## src/rtl/avalon_spi_host_master.sv

```systemverilog
// Avalon-MM initiator that turns single-beat local commands into read/write
// transfers, with waitrequest timeout and an irq-triggered data-register fetch.
module avalon_spi_host_master #(
    parameter int                ADDR_W       = 8,
    parameter int                DATA_W       = 32,
    parameter int                READ_LATENCY = 1,
    parameter int                TIMEOUT      = 255,
    parameter logic [ADDR_W-1:0] DATA_ADDR    = '0
) (
    input  logic              clk,
    input  logic              reset_n,
    input  logic              cmd_valid,
    output logic              cmd_ready,
    input  logic              cmd_write,
    input  logic [ADDR_W-1:0] cmd_addr,
    input  logic [DATA_W-1:0] cmd_wdata,
    output logic              rsp_valid,
    output logic [DATA_W-1:0] rsp_data,
    output logic              rsp_error,
    output logic              rsp_fetch,
    output logic              av_chipselect,
    output logic              av_read,
    output logic              av_write,
    output logic [ADDR_W-1:0] av_address,
    output logic [DATA_W-1:0] av_writedata,
    input  logic [DATA_W-1:0] av_readdata,
    input  logic              av_waitrequest,
    input  logic              irq,
    input  logic              auto_fetch_en
);

    localparam logic [1:0] S_IDLE      = 2'd0;
    localparam logic [1:0] S_ISSUE     = 2'd1;
    localparam logic [1:0] S_WAIT_DATA = 2'd2;
    localparam logic [1:0] S_RESP      = 2'd3;

    localparam logic [7:0] TCNT_LAST = 8'(TIMEOUT - 1);
    localparam logic [2:0] LCNT_INIT = 3'((READ_LATENCY > 0) ? READ_LATENCY - 1 : 0);

    logic [1:0] state;
    logic       irq_q;
    logic       fetch_pending;
    logic       is_fetch;
    logic       lat_write;
    logic [7:0] tcnt;
    logic [2:0] lcnt;
    logic       irq_rise;
    logic       fetch_start;

    assign cmd_ready   = (state == S_IDLE) & ~fetch_pending;
    assign irq_rise    = irq & ~irq_q;
    assign fetch_start = (state == S_IDLE) & fetch_pending;

    // NOTE: all state uses non-blocking assignments and async reset so strobes drop the instant reset_n falls.
    always_ff @(posedge clk or negedge reset_n) begin
        if (!reset_n) begin
            irq_q         <= 1'b0;
            fetch_pending <= 1'b0;
        end else begin
            irq_q <= irq;
            // A fresh edge wins over the clear so a back-to-back interrupt is not lost.
            if (irq_rise && auto_fetch_en)
                fetch_pending <= 1'b1;
            else if (fetch_start)
                fetch_pending <= 1'b0;
        end
    end

    always_ff @(posedge clk or negedge reset_n) begin
        if (!reset_n) begin
            state         <= S_IDLE;
            is_fetch      <= 1'b0;
            lat_write     <= 1'b0;
            tcnt          <= '0;
            lcnt          <= '0;
            av_chipselect <= 1'b0;
            av_read       <= 1'b0;
            av_write      <= 1'b0;
            av_address    <= '0;
            av_writedata  <= '0;
            rsp_valid     <= 1'b0;
            rsp_data      <= '0;
            rsp_error     <= 1'b0;
            rsp_fetch     <= 1'b0;
        end else begin
            case (state)
                S_IDLE: begin
                    if (fetch_pending) begin
                        is_fetch   <= 1'b1;
                        lat_write  <= 1'b0;
                        av_address <= DATA_ADDR;
                        tcnt       <= '0;
                        state      <= S_ISSUE;
                    end else if (cmd_valid && cmd_ready) begin
                        is_fetch     <= 1'b0;
                        lat_write    <= cmd_write;
                        av_address   <= cmd_addr;
                        av_writedata <= cmd_wdata;
                        tcnt         <= '0;
                        state        <= S_ISSUE;
                    end
                end

                S_ISSUE: begin
                    // First ISSUE cycle launches the strobes; waitrequest only matters once they are up.
                    if (!av_chipselect) begin
                        av_chipselect <= 1'b1;
                        av_read       <= ~lat_write;
                        av_write      <= lat_write;
                    end else if (av_waitrequest) begin
                        if (tcnt == TCNT_LAST) begin
                            av_chipselect <= 1'b0;
                            av_read       <= 1'b0;
                            av_write      <= 1'b0;
                            rsp_valid     <= 1'b1;
                            rsp_data      <= '0;
                            rsp_error     <= 1'b1;
                            rsp_fetch     <= is_fetch;
                            state         <= S_RESP;
                        end else begin
                            tcnt <= tcnt + 8'd1;
                        end
                    end else begin
                        av_chipselect <= 1'b0;
                        av_read       <= 1'b0;
                        av_write      <= 1'b0;
                        if (lat_write) begin
                            rsp_valid <= 1'b1;
                            rsp_data  <= '0;
                            rsp_error <= 1'b0;
                            rsp_fetch <= is_fetch;
                            state     <= S_RESP;
                        end else if (READ_LATENCY == 0) begin
                            rsp_valid <= 1'b1;
                            rsp_data  <= av_readdata;
                            rsp_error <= 1'b0;
                            rsp_fetch <= is_fetch;
                            state     <= S_RESP;
                        end else begin
                            lcnt  <= LCNT_INIT;
                            state <= S_WAIT_DATA;
                        end
                    end
                end

                S_WAIT_DATA: begin
                    if (lcnt == 3'd0) begin
                        rsp_valid <= 1'b1;
                        rsp_data  <= av_readdata;
                        rsp_error <= 1'b0;
                        rsp_fetch <= is_fetch;
                        state     <= S_RESP;
                    end else begin
                        lcnt <= lcnt - 3'd1;
                    end
                end

                S_RESP: begin
                    rsp_valid <= 1'b0;
                    state     <= S_IDLE;
                end

                default: state <= S_IDLE;
            endcase
        end
    end

endmodule
```

## config.mk

```make
export PLATFORM = sky130hd
export DESIGN_NAME = avalon_spi_host_master
export DESIGN_NICKNAME = d
export VERILOG_FILES = /design/src/rtl/avalon_spi_host_master.sv
export SDC_FILE = /design/constraint.sdc
export NUM_CORES = 1
export LEC_CHECK = 0
export BUFFER_PORTS_ARGS = -buffer_cell sky130_fd_sc_hd__buf_4
export CAP_MARGIN = 20
export CORE_MARGIN = 1.5
export CORE_UTILIZATION = 40
export CTS_BUF_LIST = sky130_fd_sc_hd__clkbuf_8
export DETAILED_ROUTE_END_ITERATION = 8
export MAX_ROUTING_LAYER = met4
export PLACE_DENSITY = 0.76
export SETUP_SLACK_MARGIN = 0.2
export SYNTH_ARGS = -nofsm -noshare
export SYNTH_HDL_FRONTEND = slang
export SYNTH_SLANG_ARGS = --single-unit
```

## constraint.sdc

```tcl
create_clock -name clk -period 6.2 [get_ports clk]
set_clock_uncertainty 0.15 [all_clocks]
set_input_delay 1.24 -clock clk [delete_from_list [all_inputs] [get_ports clk]]
set_output_delay 1.24 -clock clk [all_outputs]
set_load 0.02 [all_outputs]
```

==> results.toml, run 1 <==
[worst_setup_path]
endpoint_kind = "output port"
worst_setup_path_start_kind = "flip-flop"
slowest_delay_ps = 420
arrival_ps = 1570
reg2reg_from = "state[1]"
critical_path_class = "flip-flop to output port"
critPathBufInv = 2
cp.required_ps = 4810
reg2reg_setup_slack_ps = 3600
crit_fanout = 5
r2r_end = "rsp_fetch"
crit_path_start = "state[0]"
r2r_cells = 5
cp_cell_sequence = "inv_1 > ha_1 > nor2b_1 > buf_4"
cpMaxStageDelayCell = "dfrtp_1"
crit_family = "flip-flops"

[grt]
use_met2_pct = 26.5
grtUsageMet3_pct = 3.86
antenna_found_initial = 0
grt_pass1_vias = 2785
top_usage_layer = "met2"
met1_usage_pct = 22.3
overflow = 0
grt_max_degree = 55
grtUsageTotal_pct = 17.3
grt_pass1_wl_um = 13600

[synthesis]
synth_cell_types = 40
synthCells = 294
avgSynthCellArea_um2 = 13.5
yosysTopAreaCellShare_pct = 59.7
synth_edf_count = 0
synth_area_leaders = "dfrtp_1 60%, mux2_2 10%, a22o_1 9.9%, ha_1 2.8%, buf_12 1.5%"
yosysWarnings = 0
synth_most_common_cell = "dfrtp_1"
synth_seq_area_share_pct = 59.7
syn_area_um2 = 3980
ys.flop_type = "dfrtp_1"
syn_nets = 382
synth_common_cells = "95 x dfrtp_1, 45 x a22o_1, 36 x mux2_2"
ys_ff_latch = 95
synthArstFlopShare_pct = 100
yosysTopAreaCell = "dfrtp_1"

[final_layout]
antenna_cells = 0
drive_gt1_share_pct = 47.7
stdcell_count = 588
finalNetCount = 538
fin_area_um2 = 5440
finish.utilization_pct = 55.9
synthToLayoutAreaGrowth_pct = 36.5

[timing]
post-route-period-util_pct = 47.8
fin_tns_setup_ps = 0
fin_hold_ws_ps = 274
relSlewSlack_pct = 38.1
rsz0062_at_grt = "false"
hold_viol_final = 0
drv_slew = 0
post-route-worst-setup-slack_ps = 3240
clock.fmax_ghz = 0.337
tightestPinTransition_ps = 928
fin_crit_ps = 2960
setup_viol = 0

[clocking]
clock_sinks = 95
post_cts_resize_count = 0
cts_buffers = 9
cts-root-buf = "clkbuf_8"
cts_setup_buffers = 0
cts_hold_buffers = 0
clkLatencyLatePin_ps = 350
clkTransAtPathRegs_ps = 90
cts_tree = "yes"
h-tree-depth = 3
cts.path.max_buffers = 2

[place]
placed_cells = 571
port_buffers = 157
hpwlAfterDp_um = 6750
dp_slack_ps = 2930
placement.cell_area_um2 = 5220
place.gp.congestion = 0.773

[drt]
routed_wl_um = 9370
dr_total_vias = 2995
vias_per_cell = 5.09
drt_first_pass_iters = 4
drt_iter0_drc = 84
wl_per_cell_um = 15.9
drc_errors = 0
antenna_left = 0

[die]
ios = 158
dieHeight_um = 103
start_util_pct = 40.9
die_x_um = 103
core_um2 = 9730
rows = 36
die_area_um2 = 10600

[outcome]
status = "finished, final reports clean"

[pwr]
ir_worst_vdd_v = 0.000266
p_leak_nw = 2.69
p_per_area_nw_per_um2 = 510
total_power_mw = 2.77

[min_path]
whs_path_depth = 1
min_path_type = "flip-flop to flip-flop"
hp-start = "irq_q"
hold_end = "fetch_pending"

[flow_run]
maxCapViolCount = 0
==> flip-flops by register name, indices dropped and copies added, names as in the netlist, 2 cells and up <==
register,count
av_writedata,32
rsp_data,32
av_address,8
tcnt,8
lcnt,3
state,2
==> layout by cell type (no fill, tap or decap), types with 2 or more instances in the layout <==
master      n
o21ai_0    11
mux2i_1     3
or2_2       2
nor2_1      3
o31ai_1     2
ha_1        9
dfrtp_1    95
nor4_1      2
nand4_1     2
clkinv_2    2
o22ai_1     3
buf_4     158
mux2_2     36
a21oi_1     3
nor2b_1     3
a22o_1     45
or4_1       2
and3_1      2
nand2b_1    4
clkbuf_8   12
nand2_1    15
inv_1      12
nand3_1     7
o211ai_1    3
or3_1       2
==> worst max path at each step <==
stage,end,depth (start not counted)
6_report,cmd_ready,4
5_1_grt,cmd_ready,4
4_1_cts,cmd_ready,4
3_5_place_dp,rsp_data[10],5
3_3_place_gp,rsp_data[5],5
2_1_floorplan,tcnt[2],5
==> cell type report <==
class                      instances  area, um^2
fill                             814        4290
sequential                        95        2380
multi-input combinational        173        1440
timing repair buffer             159        1210
tap                              133         166
clock buffer                      12         165
inverter                          12        45.0
clock inverter                     4        26.3
==> report_power, final <==
group	total [mW]	internal, mW	switching, mW
Clock	0.386	0.179	0.207
Sequential	1.02	0.869	0.151
Combinational	1.37	0.642	0.726
Total	2.77	1.69	1.08
==> cells by family (layout without fill, tap and decap cells) <==
family	Yosys count	count (layout)	synth area share [%]
mux	39	39	10.9
flops	95	95	59.7
simple gates	51	51	7.42
fa+ha+maj	9	9	2.83
buf+inv	26	187	4.12
compound gates	74	74	15.0
==> per-layer routing <==
metal,vias up,routed length (um)
met5,-,0
met4,0,142
met3,13,789
met2,117,4390
met1,1464,4050
li1,1401,-
(Power assumes the default switching activity.)
==> run 2, diff against run 1 <==
Clock period 6.2 ns to 3 ns, I/O delays scaled along.
==> run 2 against run 1 <==
Net effect:
- final cell count is 0.51% higher
- count of clock-buffer cells in the layout is 3 lower
- via count is 0.57% lower
- hold slack worse by 190 ps
- non-clock buffer count is 3 higher
- first-iteration DRC count is 24% higher
- combinational power is 110% higher
- critical path type unchanged
==> results.toml, run 2 (synthesis results as in run 1) <==
[outcome]
status = "finished, final reports clean"

[die]
ios = 158
rows = 36
die_area_um2 = 10600
start_util_pct = 40.9
die_x_um = 103
core_um2 = 9730
dieHeight_um = 103

[final_layout]
final_common_cell = "buf_4"
drive_gt1_share_pct = 48.0
antenna_cells = 0
finalNetCount = 541
synthToLayoutAreaGrowth_pct = 38.7
finish.utilization_pct = 56.8
top_regs = "av_writedata x32, rsp_data x32"
mostFrequentLayoutCells = "160 x buf_4, 95 x dfrtp_1, 45 x a22o_1, 36 x mux2_2, 15 x nand2_1"

[pwr]
total_power_mw = 5.96
power_frac_clock_pct = 16.9
power_switching_mw = 2.26
p_per_area_nw_per_um2 = 1080
combPwrFrac_pct = 47.8
p_leak_nw = 2.73
switching_share_pct = 38.0
ir_worst_vdd_v = 0.000582
p_int_mw = 3.70
p_seq_share_pct = 35.3

[timing]
hold_viol_final = 0
relSlewSlack_pct = 46.5
tightestPinTransition_ps = 797
setup_viol = 0
fin_tns_setup_ps = 0
fin_crit_ps = 2340
post-route-period-util_pct = 78.1
clock.fmax_ghz = 0.427
rsz0062_at_grt = "false"
drv_slew = 0
fin_hold_ws_ps = 79.9

[place]
port_buffers = 157
hpwlAfterDp_um = 6830
place.gp.congestion = 0.795

[clocking]
cts.path.max_buffers = 2
h-tree-depth = 3
clock_sinks = 95
cts_hold_buffers = 0
post_cts_resize_count = 0
cts_setup_buffers = 0
cts_tree = "yes"
cts-root-buf = "clkbuf_8"
cts_buffers = 9
clkTransAtPathRegs_ps = 90
clkLatencyLatePin_ps = 370

[drt]
drc_errors = 0
vias_per_cell = 5.04
antenna_left = 0
dr_total_vias = 2978
drt_first_pass_iters = 4
routed_wl_um = 9370
wl_per_cell_um = 15.9
drt_iter0_drc = 104

[grt]
use_met2_pct = 27.7
grt_pass1_vias = 2821
grt_max_degree = 51
grt_pass1_wl_um = 13700
grtUsageTotal_pct = 17.7
met1_usage_pct = 20.9
antenna_found_initial = 0
grtUsageMet3_pct = 6.85
top_usage_layer = "met2"
overflow = 0

[worst_setup_path]
endpoint_kind = "output port"
crit_fanout = 5
arrival_ps = 1590
cp.required_ps = 2250
critical_path_class = "flip-flop to output port"
worst_setup_path_start_kind = "flip-flop"

[min_path]
min_path_type = "input pin to asynchronous set/reset pin"

[flow_run]
maxCapViolCount = 0
## run 2: cell types whose count changed in the layout (fill, tap and decap cells not counted), sizes merged
cell,change
buf,+3
bufinv,+3
clkbuf,-3
## run 2: power by group through the flow
stage | clock (mW) | sequential [mW] | combinational [mW]
final | 1.01 | 2.10 | 2.85
after global routing | 1.09 | 2.17 | 3.07
after CTS | 1.05 | 2.11 | 2.84
after global placement | 0 | 2.12 | 2.74
after floorplan | 0 | 2.65 | 1.24
after detailed placement | 0 | 2.13 | 2.83
## run 2: cell type report
type / instances / area, um^2
clock buffers: 9 / 124
clock inverters: 7 / 120
fillers: 819 / 4210
inverters: 12 / 45.0
multi-input cells: 173 / 1440
flip-flops and latches: 95 / 2380
well taps: 133 / 166
repair buffers: 162 / 1250
## run 2: worst max-delay path, cell delays in order (launching register included)
cell and delay (ps):
dfrtp_1 430, inv_1 140, ha_1 260, nor2b_1 220
buf_4 180
## run 2: path summary, 6_finish.rpt
kind | start | end | slack (ps) | depth (start not counted)
max | state[0] | cmd_ready | 660 | 4
min in group clk | irq | irq_q | 190 | 1
max reg2reg | state[1] | tcnt[2] | 660 | 6
max in group asynchronous | reset_n | tcnt[3] | 1940 | 2
min reg2reg | irq_q | fetch_pending | 280 | 1
min | reset_n | rsp_data[7] | 80 | 1
## run 2: per-stage QoR
step	instance area, um^2	setup slack, ps	std cells
3_3_place_gp	5250	449	574
3_5_place_dp	5250	382	574
6_report	5520	658	591
4_1_cts	5500	391	590
2_1_floorplan	3980	716	294
5_1_grt	5520	489	591
## run 2: per-layer routing
layer	vias to the layer above	part of all wire [%]
li1	1404	-
met1	1446	43
met2	116	47
met3	12	9.3
met4	0	1.3
met5	-	0
